<file path="src/rtl/hamming_2d_stream_encoder.sv">
// Streaming 2D Hamming encoder: buffers up to four 11-bit rows, row-encodes
// each with Hamming (15,11), interleaves the 4x15 array into 15 columns and
// emits each column (optionally Hamming (7,4) encoded) in groups of
// COLS_PER_BEAT columns per output beat.
module hamming_2d_stream_encoder #(
    parameter int COLS_PER_BEAT = 1
) (
    input  logic                       clk,
    input  logic                       rst,
    input  logic                       col_en,
    input  logic                       s_valid,
    output logic                       s_ready,
    input  logic [10:0]                s_data,
    input  logic                       s_last,
    output logic                       m_valid,
    input  logic                       m_ready,
    output logic [7*COLS_PER_BEAT-1:0] m_data,
    output logic                       m_last
);

    localparam int BEATS = 15 / COLS_PER_BEAT;
    localparam int GW    = 7 * COLS_PER_BEAT;

    if (!(COLS_PER_BEAT == 1 || COLS_PER_BEAT == 3 ||
          COLS_PER_BEAT == 5 || COLS_PER_BEAT == 15)) begin : g_bad_cols
        $error("COLS_PER_BEAT must be 1, 3, 5 or 15");
    end

    typedef enum logic {FILL, DRAIN} state_t;

    state_t           state_q;
    logic             s_ready_q;
    logic             m_valid_q;
    logic             m_last_q;
    logic [GW-1:0]    m_data_q;
    logic             col_en_q, col_en_d;
    logic [1:0]       row_cnt_q;
    logic [3:0]       beat_q, beat_d;
    logic [3:0][14:0] rows_q, rows_d;
    logic [GW-1:0]    grp_d;
    logic             s_fire, m_fire, fill_done;

    // Hamming (15,11): data at positions 3,5,6,7,9..15; even parity at 1,2,4,8.
    function automatic logic [14:0] ham15(input logic [10:0] d);
        logic [14:0] c;
        c = {d[10:4], 1'b0, d[3:1], 1'b0, d[0], 2'b00};
        c[0] = ^(c & 15'h5555);
        c[1] = ^(c & 15'h6666);
        c[3] = ^(c & 15'h7878);
        c[7] = ^(c & 15'h7F80);
        return c;
    endfunction

    // Hamming (7,4): data at positions 3,5,6,7; even parity at 1,2,4.
    function automatic logic [6:0] ham7(input logic [3:0] d);
        logic [6:0] c;
        c = {d[3:1], 1'b0, d[0], 2'b00};
        c[0] = ^(c & 7'h55);
        c[1] = ^(c & 7'h66);
        c[3] = ^(c & 7'h78);
        return c;
    endfunction

    // Column word group for one beat; column j nibble bit k is row k codeword bit j.
    function automatic logic [GW-1:0] col_group(input logic [3:0][14:0] rows,
                                                input logic [3:0] beat,
                                                input logic ce);
        logic [GW-1:0] g;
        logic [3:0]    nib;
        logic [3:0]    col;
        g = '0;
        for (int i = 0; i < COLS_PER_BEAT; i++) begin
            col = beat * 4'(COLS_PER_BEAT) + 4'(i);
            for (int k = 0; k < 4; k++) nib[k] = rows[k][col];
            g[7*i +: 7] = ce ? ham7(nib) : {3'b000, nib};
        end
        return g;
    endfunction

    assign s_fire    = s_valid && s_ready_q;
    assign m_fire    = m_valid_q && m_ready;
    assign fill_done = s_fire && (s_last || row_cnt_q == 2'd3);

    // Row buffer write: encode the accepted row, zero-fill the tail on early s_last.
    always_comb begin
        // NOTE: every variable driven here gets a default first so no path infers a latch.
        rows_d   = rows_q;
        col_en_d = col_en_q;
        if (s_fire) begin
            if (row_cnt_q == 2'd0) col_en_d = col_en;
            for (int k = 0; k < 4; k++) begin
                if (2'(k) == row_cnt_q)                rows_d[k] = ham15(s_data);
                else if (2'(k) > row_cnt_q && s_last) rows_d[k] = '0;
            end
        end
    end

    // Next beat to present and its column group, taken from the post-write buffer
    // so beat 0 is ready on the cycle right after the last row is accepted.
    always_comb begin
        if (state_q == FILL)                beat_d = '0;
        else if (beat_q == 4'(BEATS - 1))  beat_d = beat_q;
        else                                beat_d = beat_q + 4'd1;
        grp_d = col_group(rows_d, beat_d, col_en_d);
    end

    // Block FSM: FILL collects rows, DRAIN emits beats with registered outputs.
    always_ff @(posedge clk or posedge rst) begin
        if (rst) begin
            state_q   <= FILL;
            s_ready_q <= 1'b0;
            m_valid_q <= 1'b0;
            m_last_q  <= 1'b0;
            m_data_q  <= '0;
            col_en_q  <= 1'b0;
            row_cnt_q <= '0;
            beat_q    <= '0;
            // NOTE: the row buffer is cleared on reset too, so a discarded partial
            // block can never leak into the next one.
            rows_q    <= '0;
        end else begin
            // NOTE: non-blocking assignments throughout so every register samples
            // the pre-edge values regardless of statement order.
            rows_q   <= rows_d;
            col_en_q <= col_en_d;
            case (state_q)
                FILL: begin
                    s_ready_q <= 1'b1;
                    if (s_fire) row_cnt_q <= row_cnt_q + 2'd1;
                    if (fill_done) begin
                        state_q   <= DRAIN;
                        s_ready_q <= 1'b0;
                        row_cnt_q <= '0;
                        beat_q    <= '0;
                        m_valid_q <= 1'b1;
                        m_data_q  <= grp_d;
                        m_last_q  <= (BEATS == 1);
                    end
                end
                DRAIN: begin
                    if (m_fire) begin
                        if (m_last_q) begin
                            state_q   <= FILL;
                            s_ready_q <= 1'b1;
                            m_valid_q <= 1'b0;
                            m_last_q  <= 1'b0;
                            beat_q    <= '0;
                        end else begin
                            beat_q   <= beat_d;
                            m_data_q <= grp_d;
                            m_last_q <= (beat_d == 4'(BEATS - 1));
                        end
                    end
                end
                default: state_q <= FILL;
            endcase
        end
    end

    assign s_ready = s_ready_q;
    assign m_valid = m_valid_q;
    assign m_last  = m_last_q;
    assign m_data  = m_data_q;

endmodule

</file>
<file path="config.mk">
export PLATFORM = sky130hd
export DESIGN_NAME = hamming_2d_stream_encoder
export DESIGN_NICKNAME = d
export VERILOG_FILES = /design/src/rtl/hamming_2d_stream_encoder.sv
export SDC_FILE = /design/constraint.sdc
export NUM_CORES = 1
export LEC_CHECK = 0
export ABC_AREA = 0
export BUFFER_PORTS_ARGS = -buffer_cell sky130_fd_sc_hd__buf_2
export CORE_UTILIZATION = 30
export DETAILED_ROUTE_END_ITERATION = 7
export SYNTH_ARGS = -nofsm -noshare
export SYNTH_HDL_FRONTEND = slang
export SYNTH_SLANG_ARGS = --single-unit
</file>
<file path="constraint.sdc">
create_clock -name clk -period 4.4 [get_ports clk]
set_clock_uncertainty 0.2 [all_clocks]
set_input_delay 0.44 -clock clk [delete_from_list [all_inputs] [get_ports clk]]
set_output_delay 0.44 -clock clk [all_outputs]
set_load 0.005 [all_outputs]
</file>
==> results_dict.tcl <==
set metrics [dict create \
    num_io_pins 27 \
    rsz0062_at_grt "false" \
    hold_violations 0 \
    grt_max_degree 51 \
    slowest_delay_ns 0.63 \
    crit_family "multiplexers" \
    start_util 0.311 \
    rows 43 \
    fill_cells 1410 \
    h-tree-depth 3 \
    arrival_ns 3.85 \
    synth_seq_cells 78 \
    viasPerCell 5.46 \
    power.total_mw 4.16 \
    status "finished clean" \
    post-route-util 0.347 \
    critPathLaunchType "flip-flop" \
    synthAdderAreaFrac 0.0201 \
    drive_gt1_frac 0.183 \
    clock.fmax_ghz 0.265 \
    maxCapViolations 0 \
    synthArstFlopShare 1.00 \
    hp-class "in -> async" \
    p_sw_frac 0.418 \
    synth-simple-area-share 0.119 \
    cts_root_buffer "clkbuf_16" \
    required_ns 4.48 \
    setup_viol_count_final 0 \
    grt.total_usage 0.169 \
    synth_warnings 0 \
    ys.flop_type "dfrtp_1" \
    cp_max_fo 16 \
    min_period_ns 3.77 \
    synthesis.nets 427 \
    grt_pass1_vias 3397 \
    die_x_um 122 \
    maxSlewViolCount 0 \
    synth.top_cell.area_share 0.449 \
    finalCritPeriodShare 0.857 \
    cts_tree "yes" \
    dp_hpwl_mm 7.89 \
    p_switching_mw 1.74 \
    synthesis.area_um2 4350 \
    synth_largest_area_cell "dfrtp_1" \
    avgSynthCellArea_um2 10.8 \
    antenna_found_initial 0 \
    vias 3277 \
    tightest_slew_ns 0.882 \
    multi_input_area_um2 2180 \
    clk_path_buf_depth 2 \
    yosys-top-cells-area "dfrtp_1 (45%), a22o_1 (6.8%), mux2_2 (3.1%), o21ai_0 (3.0%), nand2_1 (2.9%)" \
    layout_commonest_cell "dfrtp_1" \
    cts_resized 0 \
    drt_iter0_drc 240 \
    fin_nets 439 \
    path_cells "inv_1 > ha_1 > and3_1 > mux2i_4 > mux2i_1 > xor2_1 > o211a_1 > nor3_2 > xnor3_1 > nor2_1 > o22a_1" \
    p_int_mw 2.42 \
    timing.hold.ws_ns 0.0477 \
    synthMuxAreaShare 0.0828 \
    worst_skew_pair.late_latency_ns 0.34 \
    diodes 0 \
    synth-compound-area-share 0.214 \
    wirelength_mm 11.4 \
    critPathCaptureType "flip-flop" \
    p_per_area_nw_per_um2 858 \
    die_y_um 122 \
    seqPwrFrac 0.281 \
    wire_per_inst_um 19.0 \
    port_buffers 26 \
    path_clk_slew_ns 0.06 \
    core_area_um2 14000 \
    syn_to_final_growth_pct 11.5 \
    power.leakage_nw 2.24 \
    path_class "reg -> reg" \
    synth-seq-area-share 0.449 \
    die_area_um2 15000 \
    synth_cell_types 62 \
    grt_pass1_wl_mm 18.9 \
    setup_tns_ns 0 \
    synth_xor_area_frac 0.0641 \
    overflow 0 \
    power_frac_comb 0.556 \
    layout_common_cells "dfrtp_1 (78), nand2_1 (34), a22o_1 (34)" \
    cts_made_buffers 9 \
    ant_nets 0 \
    gp_congestion 0.870 \
    cts_setup_buffers 0 \
    synth_top_family_by_area "compound AO/OA/AOI/OAI gates" \
    register_area_um2 1950 \
    drcViolationCount 0 \
    drt_pass1_iterations 5 \
    cp.buffers_inverters 1 \
    slowest_stage "mux2i_4" \
    pwr-share-clk 0.163 \
    slew_headroom 0.412 \
    synth_edf_count 0 \
    syn-instance-count 403 \
    cts_sinks 78 \
    vdd_drop_max_uv 357 \
    holdBufCountCts 0 \
]
-- cells in the mapped netlist, drive strengths merged, types with 6 or more instances --
| cell | n |
|---|---|
| dfrtp | 78 |
| o211ai | 6 |
| xnor2 | 14 |
| buf | 22 |
| nand2 | 34 |
| a22o | 34 |
| and3 | 7 |
| o21ai | 26 |
| nor2 | 21 |
| a221oi | 11 |
| nand3 | 16 |
| a21oi | 6 |
| mux2 | 15 |
| clkbuf | 10 |
| nor2b | 6 |
| mux2i | 10 |
| inv | 12 |
| ha | 7 |
-- final timing paths --
| path | depth (start not counted) | slack (ns) | to | from |
|---|---|---|---|---|
| setup / recovery | 11 | 0.63 | m_data[1] | beat_q[0] |
| hold / removal | 2 | 0.05 | rows_q[19] | rst |
| setup reg to reg | 11 | 0.63 | m_data[1] | beat_q[0] |
| hold reg to reg | 2 | 0.27 | rows_q[45] | rows_q[45] |
| max in group asynchronous | 3 | 3.05 | beat_q[3] | rst |
| min in group clk | 4 | 0.23 | m_valid | m_ready |
-- per-layer routing --
layer,share of wire,up-vias,GRT usage
met3,0.063,13,0.0548
met1,0.45,1647,0.221
li1,-,1503,-
met2,0.47,114,0.264
met4,0.017,0,0.0518
met5,0,-,0
-- logic make-up (layout without fill, tap and decap cells) --
| logic type | count (synthesis) | after routing |
|---|---|---|
| buffers and inverters | 44 | 61 |
| xor gates and xnor gates | 22 | 22 |
| muxes | 28 | 28 |
| DFF | 78 | 78 |
| adders and majority gates | 7 | 7 |
| AOI/OAI and AO/OA | 119 | 119 |
| and+or+nand+nor | 105 | 105 |
-- sequential cells by signal, indices dropped and copies added (netlist names) --
register,count
col_en_q,1
beat_q,4
m_last,1
row_cnt_q,2
s_ready,1
m_data,7
rows_q,60
m_valid,1
state_q,1
-- metrics by stage --
stage	worst slack, ns	std cells	instance area (um2)
3_3_place_gp	0.797	584	4580
6_report	0.629	600	4850
4_1_cts	0.641	600	4850
3_5_place_dp	0.676	584	4580
2_1_floorplan	1.22	403	4350
5_1_grt	0.325	600	4850
-- area by class of cell --
class | instances | share of cell area
multi-input cells | 281 | 0.449
flip-flops and latches | 78 | 0.402
clock buffers | 11 | 0.0500
well taps | 180 | 0.0464
repair buffers | 33 | 0.0377
inverters | 12 | 0.00954
clock inverters | 5 | 0.00516
-- power groups by stage --
stage / logic (mW) / registers, mW / clock network [mW]
global route: 2.55 / 1.20 / 0.721
floorplan: 1.82 / 1.12 / 0
CTS: 2.31 / 1.17 / 0.691
detailed placement: 2.29 / 1.18 / 0
finish: 2.32 / 1.17 / 0.677
global placement: 2.27 / 1.16 / 0
Power figures use the tool's default switching activity.
